[src/rtl/spi_master_param.sv]
// spi_master_param
//   Full-duplex SPI master with a configurable word width, SCK divider, SPI
//   mode (CPOL/CPHA), bit order and number of chip selects. One transfer
//   shifts tx_data out on mosi and assembles the bits captured from miso
//   into rx_data.
//
// Ports
//   clk, rst  system clock (rising edge) and synchronous active-high reset
//   start     transfer request, taken only while ready=1
//   cs_sel    slave index, latched with start (out-of-range selects nothing)
//   tx_data   word to send, latched with start
//   ready     idle and able to accept start
//   rx_data   last complete received word, updated together with done
//   done      one-cycle pulse at the end of a transfer
//   sck       SPI clock, idles at CPOL
//   mosi      serial data out
//   miso      serial data in
//   cs_n      active-low chip selects, one per slave
module spi_master_param #(
  parameter int DATA_W    = 8,
  parameter int CLK_DIV   = 2,
  parameter bit CPOL      = 1'b0,
  parameter bit CPHA      = 1'b0,
  parameter bit MSB_FIRST = 1'b1,
  parameter int NUM_CS    = 1,
  localparam int CS_W     = ($clog2(NUM_CS) > 0) ? $clog2(NUM_CS) : 1
) (
  input  logic              clk,
  input  logic              rst,
  input  logic              start,
  input  logic [CS_W-1:0]   cs_sel,
  input  logic [DATA_W-1:0] tx_data,
  output logic              ready,
  output logic [DATA_W-1:0] rx_data,
  output logic              done,
  output logic              sck,
  output logic              mosi,
  input  logic              miso,
  output logic [NUM_CS-1:0] cs_n
);

  localparam int DIV_W  = ($clog2(CLK_DIV) > 0) ? $clog2(CLK_DIV) : 1;
  localparam int HALF_W = $clog2(2 * DATA_W);

  localparam logic [DIV_W-1:0]  DIV_LAST  = DIV_W'(CLK_DIV - 1);
  localparam logic [HALF_W-1:0] HALF_LAST = HALF_W'(2 * DATA_W - 1);
  localparam logic [HALF_W-1:0] HALF_PEN  = HALF_W'(2 * DATA_W - 2);

  typedef enum logic [1:0] {
    ST_IDLE,
    ST_SETUP,
    ST_SHIFT,
    ST_HOLD
  } state_t;

  state_t              state_q, state_d;
  logic [DIV_W-1:0]    div_q, div_d;
  logic [HALF_W-1:0]   half_q, half_d;
  logic [DATA_W-1:0]   tx_sh_q, tx_sh_d;
  logic [DATA_W-1:0]   rx_sh_q, rx_sh_d;
  logic [DATA_W-1:0]   rx_data_q, rx_data_d;
  logic [NUM_CS-1:0]   cs_n_q, cs_n_d;
  logic                sck_q, sck_d;
  logic                mosi_q, mosi_d;
  logic                done_q, done_d;

  logic lead;
  logic trail;
  logic last_trail;

  // Bit currently at the outgoing end of the shift register.
  function automatic logic first_bit(input logic [DATA_W-1:0] w);
    return MSB_FIRST ? w[DATA_W-1] : w[0];
  endfunction

  function automatic logic [DATA_W-1:0] shift_out(input logic [DATA_W-1:0] w);
    if (MSB_FIRST) return {w[DATA_W-2:0], 1'b0};
    else           return {1'b0, w[DATA_W-1:1]};
  endfunction

  // Incoming bits enter at the end opposite to where they finish, so after
  // DATA_W samples the word sits in natural bit order.
  function automatic logic [DATA_W-1:0] shift_in(input logic [DATA_W-1:0] w,
                                                input logic b);
    if (MSB_FIRST) return {w[DATA_W-2:0], b};
    else           return {b, w[DATA_W-1:1]};
  endfunction

  function automatic logic [NUM_CS-1:0] cs_decode(input logic [CS_W-1:0] sel);
    logic [NUM_CS-1:0] oh;
    oh = '0;
    for (int i = 0; i < NUM_CS; i++) begin
      if (sel == CS_W'(i)) oh[i] = 1'b1;
    end
    return oh;
  endfunction

  // The final trailing edge closes the last bit; nothing follows it.
  assign last_trail = (half_q == HALF_PEN);

  always_comb begin
    state_d   = state_q;
    div_d     = div_q;
    half_d    = half_q;
    tx_sh_d   = tx_sh_q;
    rx_sh_d   = rx_sh_q;
    rx_data_d = rx_data_q;
    cs_n_d    = cs_n_q;
    sck_d     = sck_q;
    mosi_d    = mosi_q;
    done_d    = 1'b0;
    lead      = 1'b0;
    trail     = 1'b0;

    unique case (state_q)
      ST_IDLE: begin
        if (start) begin
          state_d = ST_SETUP;
          div_d   = '0;
          tx_sh_d = tx_data;
          rx_sh_d = '0;
          cs_n_d  = ~cs_decode(cs_sel);
          sck_d   = CPOL;
          if (!CPHA) mosi_d = first_bit(tx_data);
        end
      end
      ST_SETUP: begin
        if (div_q == DIV_LAST) begin
          state_d = ST_SHIFT;
          div_d   = '0;
          half_d  = '0;
          lead    = 1'b1;
        end else begin
          div_d = div_q + 1'b1;
        end
      end
      ST_SHIFT: begin
        if (div_q == DIV_LAST) begin
          div_d = '0;
          if (half_q == HALF_LAST) begin
            state_d = ST_HOLD;
          end else begin
            half_d = half_q + 1'b1;
            // Even half-periods start on a leading edge, odd ones on a trailing edge.
            if (half_q[0]) lead  = 1'b1;
            else           trail = 1'b1;
          end
        end else begin
          div_d = div_q + 1'b1;
        end
      end
      ST_HOLD: begin
        if (div_q == DIV_LAST) begin
          state_d   = ST_IDLE;
          div_d     = '0;
          done_d    = 1'b1;
          rx_data_d = rx_sh_q;
          cs_n_d    = '1;
          mosi_d    = 1'b0;
        end else begin
          div_d = div_q + 1'b1;
        end
      end
      default: state_d = ST_IDLE;
    endcase

    if (lead || trail) sck_d = ~sck_q;

    if (CPHA ? trail : lead) rx_sh_d = shift_in(rx_sh_q, miso);

    if (CPHA && lead) begin
      mosi_d  = first_bit(tx_sh_q);
      tx_sh_d = shift_out(tx_sh_q);
    end

    if (!CPHA && trail && !last_trail) begin
      tx_sh_d = shift_out(tx_sh_q);
      mosi_d  = first_bit(shift_out(tx_sh_q));
    end
  end

  always_ff @(posedge clk) begin
    if (rst) begin
      state_q   <= ST_IDLE;
      div_q     <= '0;
      half_q    <= '0;
      tx_sh_q   <= '0;
      rx_sh_q   <= '0;
      rx_data_q <= '0;
      cs_n_q    <= '1;
      sck_q     <= CPOL;
      mosi_q    <= 1'b0;
      done_q    <= 1'b0;
    end else begin
      state_q   <= state_d;
      div_q     <= div_d;
      half_q    <= half_d;
      tx_sh_q   <= tx_sh_d;
      rx_sh_q   <= rx_sh_d;
      rx_data_q <= rx_data_d;
      cs_n_q    <= cs_n_d;
      sck_q     <= sck_d;
      mosi_q    <= mosi_d;
      done_q    <= done_d;
    end
  end

  assign ready   = (state_q == ST_IDLE);
  assign rx_data = rx_data_q;
  assign done    = done_q;
  assign sck     = sck_q;
  assign mosi    = mosi_q;
  assign cs_n    = cs_n_q;

endmodule

[config.mk]
export PLATFORM = sky130hd
export DESIGN_NAME = spi_master_param
export DESIGN_NICKNAME = d
export VERILOG_FILES = /design/src/rtl/spi_master_param.sv
export SDC_FILE = /design/constraint.sdc
export NUM_CORES = 1
export LEC_CHECK = 0
export BUFFER_PORTS_ARGS = -buffer_cell sky130_fd_sc_hd__buf_2
export CORE_ASPECT_RATIO = 2
export CORE_MARGIN = 2
export CORE_UTILIZATION = 59
export DETAILED_ROUTE_END_ITERATION = 8
export PLACE_DENSITY = 0.83
export SLEW_MARGIN = 5
export SYNTH_ARGS = -nofsm -noshare
export SYNTH_HDL_FRONTEND = slang
export SYNTH_SLANG_ARGS = --single-unit
[constraint.sdc]
create_clock -name clk -period 4.75 [get_ports clk]
set_clock_uncertainty 0.05 [all_clocks]
set_input_delay 0.95 -clock clk [delete_from_list [all_inputs] [get_ports clk]]
set_output_delay 0.95 -clock clk [all_outputs]
set_load 0.01 [all_outputs]
==> results of run 1 <==
[metrics by stage]
step,power (mW),hold WS (ps),util [%]
floorplan,0.5308,382.1,-
global placement,0.5659,393.4,65.23
detailed placement,0.5802,399.4,65.23
CTS,0.8503,409.4,69.44
global route,0.8841,433.9,69.44
finish,0.8462,404.4,69.44
[per-layer routing]
metal	up-vias	GRT usage (%)
met4	0	11.61
met5	-	0
met1	694	26.55
met3	6	5.866
li1	716	-
met2	30	46.72
[area by class of cell]
class	instances	share of cell area [%]
multi-input cells	139	47.87
flip-flops and latches	34	36.27
repair buffers	25	6.667
clock buffers	5	3.667
clock inverters	3	2.400
well taps	29	1.933
inverters	6	1.200
[logic make-up (layout without fill, tap and decap cells)]
kind of cell / after synthesis / after routing
compound gates: 39 / 39
mux: 10 / 10
buf+inv: 16 / 39
fa+ha+maj: 6 / 6
flops: 34 / 34
simple gates: 84 / 84
[worst paths after layout]
path	start	to	slack, ps
setup / recovery	state_q[0]	ready	2340
hold reg to reg	rx_data[4]	rx_data[4]	400
setup reg to reg	state_q[0]	state_q[0]	2850
hold / removal	rx_data[4]	rx_data[4]	400
[flip-flops by register name, summed over array words and instances, names as in the netlist]
| register | count |
|---|---|
| cs_n | 1 |
| div_q | 1 |
| done | 1 |
| half_q | 4 |
| mosi | 1 |
| rx_data | 8 |
| rx_sh_q | 8 |
| sck | 1 |
| state_q | 2 |
| tx_sh_q | 7 |
[layout by cell type (no fill, tap or decap), types with 3 or more instances in the layout]
master / n
clkbuf_8: 5
nand2b_1: 11
inv_1: 6
nand3_1: 4
nor2b_1: 3
nor2_1: 5
a21oi_1: 14
ha_1: 6
nor3_1: 13
nand2_1: 28
and3_1: 7
o21ai_0: 5
and3b_1: 3
a211oi_1: 3
a221oi_1: 7
mux2i_1: 9
dfxtp_1: 34
buf_2: 25
[critical path, stage by stage, from the launching register on]
cell and delay (ps):
dfxtp_1 340, inv_1 100, ha_1 460, buf_2 220
[power breakdown]
group          switching (mW)  leakage (nW)  internal (mW)  total (mW)
clock                   0.114        0.0504          0.156       0.270
sequential             0.0280         0.276          0.315       0.343
combinational           0.132         0.476          0.101       0.234
==> results by group, run 1 <==
Worst hold path
  – Worst hold stages: 2
  – Hold Path Class: register to register

Synth
  – Synth area leader: dfxtp_1
  – Async set-reset flop share out of synthesis: 0%
  – Post-Synth Adder-Cell Area: 4.552%
  – Number of synthesized flops with an enable pin: 0
  – Most used DFF post-synth: dfxtp_1
  – Area contributors post-synth: dfxtp_1 (41%), nand2_1 (6.4%), mux2i_1 (5.5%)
  – Synth top cells by count: dfxtp_1 (34), nand2_1 (28), a21oi_1 (14)
  – Mux contribution to synthesized area: 6.146%
  – XOR/XNOR share of the synthesized area: 0%
  – Yosys top cell area share: 41.27%
  – Syn_area_per_cell: 8.725 um^2
  – Complex-gate fraction of the synthesized area: 17.00%
  – Simple-Gate Fraction of Synth Area: 26.78%
  – Syn_nets: 208
  – Most common cell in the netlist: dfxtp_1
  – Largest family of logic cells by synthesized area: simple AND/OR/NAND/NOR gates
  – Synth cell types: 36
  – Ys Warns: 0
  – Mapped Cells: 189
  – Area of the mapped netlist: 1649 um^2
  – #FFs+latches synth: 34
  – Sequential fraction of the synthesis area: 41.27%

Place
  – Placed cell count: 233
  – DP Worst Slack: 2545 ps
  – Input/output buffers: 25
  – GPL Wtd Cong: 0.7557
  – Detailed Place HPWL: 2709 um
  – Post-DP Area: 1763 um^2

Timing
  – Count of final setup violators: 0
  – Slew HR: 58.68%
  – F_max: 414.1 MHz
  – Clock period minus worst slack: 2415 ps
  – Fin worst setup slack: 2335 ps
  – Slew Limit Fails: 0
  – RSZ-0062 raised after global routing: no
  – Setup Total Neg Slack: 0 ps
  – Final Cycle Share: 50.83%
  – Final hold violations: 0
  – Worst Max-Slew Pin Slew: 619.8 ps

Cells and area
  – Post-Layout Inst Area: 1877 um^2
  – Seq. cell area: 680.7 um^2
  – Fillers: 247
  – N_diodes: 0
  – Layout area overhead: 13.81%
  – Footprint of the multi-input gates: 898.4 um^2
  – Final net count: 230
  – Share of cells above drive strength 1: 16.98%
  – Layout Cells excl Fill: 241

Die
  – Die area: 3260 um^2
  – Core ar.: 2703 um^2
  – Site Rows: 27
  – Starting Density: 61.02%
  – Die Span Y: 78.77 um
  – Die W: 41.39 um
  – Num ports: 26

Drt
  – DR top layer: met4
  – First-pass DRT Iterations: 4
  – Routed wire length on met3: 132 um
  – WL final: 3724 um
  – Drc violations: 0
  – DRT met1 WL: 1360 um
  – DR iter-0 viols: 25
  – ANT nets after route: 0
  – WL per Instance: 15.45 um
  – Vias: 1446
  – Vias per Instance: 6.000
  – Metal2 WL: 2156 um

Setup path
  – CP arrival: 1410 ps
  – Crit end category: output port
  – R2r worst-path depth: 5
  – Max Fanout on Critical Path: 16
  – Worst setup SP type: register
  – Worst path required time: 3750 ps
  – Setup CP Type: register to output port

Power and ir drop
  – Peak VDD IR: 0.0003854 V
  – PwrDens: 450.9 nW/um^2
  – Leak: 0.8021 nW

Global route
  – Pin count of the biggest net entering global routing: 37
  – First-pass GRT wire length: 5913 um
  – GRT Util Overall: 26.39%
  – Initial antenna violation count: 0
  – GRT Residual Overflow: 0
  – Vias in the first global route: 1384

Clocking
  – CTS HTree Levels: 2
  – Hold_buf cts: 0
  – Clk_lat worst skew: 300 ps
  – Clk sink count: 34
  – TritonCTS clock tree: yes
  – Maximum clock path buffer count: 2
  – Clock-pin slew on the worst setup and hold paths: 70 ps
  – Post-CTS setup buffers: 0
  – CTS Buf Count: 5
  – Root Driver: clkbuf_8
  – CTS resizes: 0

Outcome
  – Status: finished, final reports clean

Flow run
  – Max-cap violation count: 0
No activity file was read; power rests on OpenSTA's default activity.
==> run 2: changes to the inputs <==
--- a/config.mk
+++ b/config.mk
@@ -8,9 +8,9 @@
 export BUFFER_PORTS_ARGS = -buffer_cell sky130_fd_sc_hd__buf_2
 export CORE_ASPECT_RATIO = 2
 export CORE_MARGIN = 2
-export CORE_UTILIZATION = 59
+export CORE_UTILIZATION = 50
 export DETAILED_ROUTE_END_ITERATION = 8
-export PLACE_DENSITY = 0.83
+export PLACE_DENSITY = 0.75
 export SLEW_MARGIN = 5
 export SYNTH_ARGS = -nofsm -noshare
 export SYNTH_HDL_FRONTEND = slang
==> constraint.sdc (replaced) <==
create_clock -name clk -period 2.05 [get_ports clk]
set_clock_uncertainty 0.05 [all_clocks]
set_input_delay 0.41 -clock clk [delete_from_list [all_inputs] [get_ports clk]]
set_output_delay 0.41 -clock clk [all_outputs]
set_load 0.01 [all_outputs]
==> run 2 against run 1 <==
  * Die area up 17%
  * Non-clock buffer count up 5
  * Core utilization down 9.4 points
  * Sequential cell count unchanged
  * Sequential share of layout area down 0.34 points
  * Final cell count up 2.9%
  * Critical path depth up 1
  * First-iteration DRC count up 72%
==> results by group, run 2 (synthesized netlist as in run 1, its figures left out) <==
Outcome
  – Status: finished, final reports clean

Setup path
  – Setup CP Type: register to output port
  – CP arrival: 1500 ps (+90 ps)
  – Max Fanout on Critical Path: 14 (-2)
  – Crit end category: output port
  – Worst setup SP type: register
  – Worst path required time: 1590 ps (-2160 ps)

Drt
  – First-pass DRT Iterations: 4 (unchanged)
  – Vias: 1469 (+1.6%)
  – WL per Instance: 15.12 um (-2.1%)
  – ANT nets after route: 0 (unchanged)
  – Drc violations: 0 (unchanged)
  – DR iter-0 viols: 43 (+72%)
  – WL final: 3750 um (+0.70%)
  – Vias per Instance: 5.923 (-1.3%)

Global route
  – GRT Residual Overflow: 0 (unchanged)
  – Vias in the first global route: 1489 (+7.6%)
  – GRT Util Overall: 22.35% (-4.0 points)
  – First-pass GRT wire length: 6410 um (+8.4%)
  – Initial antenna violation count: 0 (unchanged)
  – Pin count of the biggest net entering global routing: 23 (-38%)

Cells and area
  – Seq. cell area: 680.7 um^2 (unchanged)
  – Final net count: 235 (+2.2%)
  – Most common cell after layout, fill and taps aside: dfxtp_1
  – N_diodes: 0 (unchanged)
  – Share of cells above drive strength 1: 18.43% (+1.5 points)
  – Layout Cells excl Fill: 248 (+2.9%)
  – Fillers: 285 (+15%)
  – Post-layout util: 60.01% (-9.4 points)
  – Layout area overhead: 14.87%
  – Most frequent cells in the layout: dfxtp_1 (34), nand2_1 (28), buf_2 (25)
  – Footprint of the multi-input gates: 898.4 um^2 (unchanged)
  – Post-Layout Inst Area: 1894 um^2 (+0.93%)

Timing
  – RSZ-0062 raised after global routing: no
  – Count of final setup violators: 0 (unchanged)
  – Slew Limit Fails: 0 (unchanged)
  – Worst Max-Slew Pin Slew: 452.3 ps (-167.5 ps)
  – Final hold violations: 0 (unchanged)
  – Fin worst setup slack: 93.95 ps (-2241 ps)
  – Setup Total Neg Slack: 0 ps (unchanged)
  – Final Cycle Share: 95.42%
  – Hold_ws: 335.9 ps (-68.45 ps)
  – Clock period minus worst slack: 1956 ps
  – F_max: 511.2 MHz
  – Slew HR: 69.85% (+11 points)

Place
  – Post-DP Area: 1803 um^2 (+2.3%)
  – Placed cell count: 240 (+3.0%)
  – GPL Wtd Cong: 0.8095 (+7.1%)
  – Detailed Place HPWL: 2798 um (+3.3%)
  – Input/output buffers: 25 (unchanged)
  – DP Worst Slack: 187.1 ps (-2358 ps)

Clocking
  – Post-CTS setup buffers: 0 (unchanged)
  – CTS Buf Count: 5 (unchanged)
  – Hold_buf cts: 0 (unchanged)
  – CTS resizes: 0 (unchanged)
  – Maximum clock path buffer count: 2 (unchanged)
  – CTS HTree Levels: 2 (unchanged)
  – Root Driver: clkbuf_8
  – TritonCTS clock tree: yes
  – Clk sink count: 34 (unchanged)
  – Clock-pin slew on the worst setup and hold paths: 70 ps (about the same)
  – Clk_lat worst skew: 290 ps (about the same)

Power and ir drop
  – Leak: 0.8227 nW (+2.6%)
  – Overall Power: 1.888 mW (+120%)
  – Peak VDD IR: 0.0006878 V (+78%)
  – PwrDens: 996.7 nW/um^2 (+120%)

Die
  – Die area: 3801 um^2 (+17%)
  – Site Rows: 29 (+7.4%)
  – Die Span Y: 85.22 um (+8.2%)
  – Num ports: 26 (unchanged)
  – Die W: 44.61 um (+7.8%)
  – Core ar.: 3157 um^2 (+17%)
  – Starting Density: 52.24% (-8.8 points)

Flow run
  – Max-cap violation count: 0 (unchanged)

Worst hold path
  – Hold Path Class: input port to register
-- run 2: cell types whose count changed in the layout (fill, tap and decap cells not counted), sizes merged --
cell	before	now
buf	25	30
bufinv	1	0
clkbuf	5	7
clkinv	0	1
clkinvlp	2	0
-- run 2: path summary, 6_finish.rpt --
path                                  from          to  slack, ps  cells past startpoint
worst max-delay path            state_q[0]       ready         90                      4
worst min-delay path                  miso  rx_sh_q[0]        340                      3
worst max register to register  state_q[0]  state_q[0]        160                      5
worst min register to register  rx_data[7]  rx_data[7]        400                      2
-- run 2: layer usage --
metal  GRT usage, %  share of wire [%]  up-vias
met5              0                  0        -
met4          11.29                2.8        0
met3          5.319                3.5       10
met2          39.53                 55       28
met1          22.94                 38      706
li1               -                  -      725
-- run 2: final cells by class --
| type | instances | area share, % |
|---|---|---|
| multi-input combinational | 139 | 47.42 |
| sequential | 34 | 35.93 |
| timing repair buffer | 30 | 8.587 |
| clock buffer | 7 | 4.557 |
| tap | 31 | 2.048 |
| inverter | 6 | 1.189 |
| clock inverter | 1 | 0.2642 |
-- run 2: report_power, final --
| part | total (mW) | switching, mW | leakage, nW | internal [mW] |
|---|---|---|---|---|
| clock network | 0.517 | 0.246 | 0.0482 | 0.271 |
| logic | 0.578 | 0.316 | 0.499 | 0.261 |
| registers | 0.794 | 0.0647 | 0.276 | 0.729 |
-- run 2: worst max-delay path, cell delays in order (launching register included) --
cell and delay (ps):
dfxtp_1 330, inv_1 110, ha_1 450, buf_4 210
buf_2 120
==> run 3: changes to the inputs <==
--- a/config.mk
+++ b/config.mk
@@ -10,7 +10,7 @@
 export CORE_MARGIN = 2
 export CORE_UTILIZATION = 50
 export DETAILED_ROUTE_END_ITERATION = 8
-export PLACE_DENSITY = 0.75
+export PLACE_DENSITY = 0.72
 export SLEW_MARGIN = 5
 export SYNTH_ARGS = -nofsm -noshare
 export SYNTH_HDL_FRONTEND = slang
==> constraint.sdc (replaced) <==
create_clock -name clk -period 2.05 [get_ports clk]
set_clock_uncertainty 0.05 [all_clocks]
set_input_delay 0.205 -clock clk [delete_from_list [all_inputs] [get_ports clk]]
set_output_delay 0.205 -clock clk [all_outputs]
set_load 0.01 [all_outputs]
==> run 3 against run 2 <==
  * Sequential cell count is the same
  * Global-route usage down 0.19 points
  * Cell area up 0.40%
  * Largest power group unchanged
  * Highest routed layer unchanged
==> results by group, run 3 (synthesized netlist as in run 1, its figures left out) <==
Die
  – Die area: 3801 um^2 (unchanged)
  – Num ports: 26 (unchanged)
  – Die W: 44.61 um (unchanged)
  – Starting Density: 52.24% (unchanged)
  – Site Rows: 29 (unchanged)
  – Die Span Y: 85.22 um (unchanged)
  – Core ar.: 3157 um^2 (unchanged)

Setup path
  – CP bufs+invs: 1 (-2)
  – R2r worst-path depth: 5 (unchanged)
  – Setup CP Type: register to register
  – CP top delay family: compound AO/OA/AOI/OAI gates
  – CP arrival: 2070 ps (+570 ps)
  – CP max stage delay: 420 ps (-30 ps)
  – CP max-delay cell: or3_4
  – Worst R2R End: state_q[0]
  – Max Fanout on Critical Path: 9 (-5)
  – Worst setup SP type: register
  – Reg-to-Reg Start: state_q[0]
  – Worst-path cell chain: inv_1 > ha_1 > or3_4 > a221o_1 > a211oi_1
  – Worst reg2reg setup slack: 130 ps (-30 ps)
  – Worst path required time: 2200 ps (+610 ps)
  – Crit end category: register

Timing
  – Slew HR: 62.09% (-7.8 points)
  – Setup Total Neg Slack: 0 ps (unchanged)
  – Worst Max-Slew Pin Slew: 562.7 ps (+110.4 ps)
  – Final hold violations: 0 (unchanged)
  – RSZ-0062 raised after global routing: no
  – Final Cycle Share: 93.81% (-1.6 points)
  – Hold_ws: 135.7 ps (-200.2 ps)
  – Clock period minus worst slack: 1923 ps (-32.97 ps)
  – F_max: 520.0 MHz (+1.7%)
  – Count of final setup violators: 0 (unchanged)
  – Slew Limit Fails: 0 (unchanged)

Clocking
  – CTS Buf Count: 5 (unchanged)
  – Root Driver: clkbuf_8
  – TritonCTS clock tree: yes
  – CTS resizes: 0 (unchanged)
  – Clock-pin slew on the worst setup and hold paths: 70 ps (about the same)
  – Maximum clock path buffer count: 2 (unchanged)
  – Clk sink count: 34 (unchanged)
  – Clk_lat worst skew: 290 ps (about the same)
  – Post-CTS setup buffers: 0 (unchanged)
  – Hold_buf cts: 0 (unchanged)
  – CTS HTree Levels: 2 (unchanged)

Drt
  – First-pass DRT Iterations: 4 (unchanged)
  – Vias per Instance: 5.802 (-2.1%)
  – Vias: 1433 (-2.5%)
  – ANT nets after route: 0 (unchanged)
  – Drc violations: 0 (unchanged)
  – DR iter-0 viols: 28 (-35%)
  – WL final: 3693 um (-1.5%)
  – WL per Instance: 14.95 um (-1.1%)

Global route
  – Pin count of the biggest net entering global routing: 22 (-4.3%)
  – Vias in the first global route: 1481 (-0.54%)
  – First-pass GRT wire length: 6382 um (-0.44%)
  – GRT Util Overall: 22.17% (-0.19 points)
  – Initial antenna violation count: 0 (unchanged)
  – GRT Residual Overflow: 0 (unchanged)

Cells and area
  – Final net count: 234 (-0.43%)
  – Layout area overhead: 15.33%
  – Most frequent cells in the layout: dfxtp_1 (34), nand2_1 (28), buf_2 (25)
  – Layout Cells excl Fill: 247 (-0.40%)
  – Most common cell after layout, fill and taps aside: dfxtp_1
  – N_diodes: 0 (unchanged)
  – Share of cells above drive strength 1: 17.59% (-0.84 points)
  – Post-layout util: 60.25% (+0.24 points)

Worst hold path
  – Min-Delay Endpoint: tx_sh_q[0]
  – Hold Path Class: input port to register
  – Hold Path Origin: tx_data[0]
  – Worst hold stages: 3 (unchanged)

Flow run
  – Max-cap violation count: 0 (unchanged)

Power and ir drop
  – Leak: 0.8236 nW (+0.11%)
  – PwrDens: 1023 nW/um^2 (+2.6%)
  – Peak VDD IR: 0.0007751 V (+13%)
  – Overall Power: 1.945 mW (+3.0%)

Place
  – Placed cell count: 239 (-0.42%)
  – Detailed Place HPWL: 2823 um (+0.88%)
  – GPL Wtd Cong: 0.7611 (-6.0%)
  – Input/output buffers: 25 (unchanged)

Outcome
  – Status: finished, final reports clean
[run 3: cell type report]
| class | count | area [um^2] |
|---|---|---|
| inverters | 6 | 22.52 |
| multi-input cells | 139 | 898.4 |
| clock buffers | 7 | 76.32 |
| well taps | 31 | 38.79 |
| clock inverters | 1 | 30.03 |
| flip-flops and latches | 34 | 680.7 |
| repair buffers | 29 | 155.1 |
| fillers | 297 | 1255 |
[run 3: worst register-to-register path, delay by kind of cell (launching register included)]
kind / cells / cell delay [ps]
buffers and inverters: 1 / 100
adder cells (fa/ha/maj): 1 / 300
AO/OA/AOI/OAI: 2 / 580
AND/OR/NAND/NOR: 1 / 420
flip-flops: 1 / 390
[run 3: worst max path at each step]
stage	to	slack [ps]	from	depth (start not counted)
2_1_floorplan	state_q[0]	290	state_q[0]	6
3_3_place_gp	state_q[0]	280	state_q[0]	5
3_5_place_dp	state_q[0]	170	state_q[0]	5
4_1_cts	state_q[0]	130	state_q[0]	5
5_1_grt	half_q[3]	10	state_q[0]	5
6_report	state_q[0]	130	state_q[0]	5
[run 3: through the flow]
stage                     instance area (um^2)  setup slack (ps)
final                                     1902             126.9
after global routing                      1902             9.711
after CTS                                 1902             127.5
after detailed placement                  1795             165.1
after global placement                    1795             276.8
after floorplan                           1649             293.6
[run 3: power breakdown]
group	switching [mW]	total, mW	internal [mW]
clock	0.237	0.601	0.364
combinational	0.310	0.552	0.242
sequential	0.0625	0.792	0.729
[run 3: per-layer routing]
layer,GRT usage [%],wire [um],up-vias
li1,-,-,723
met2,41.24,2178,26
met1,22.07,1341,674
met3,4.255,91,10
met4,9.642,81,0
met5,0,0,-
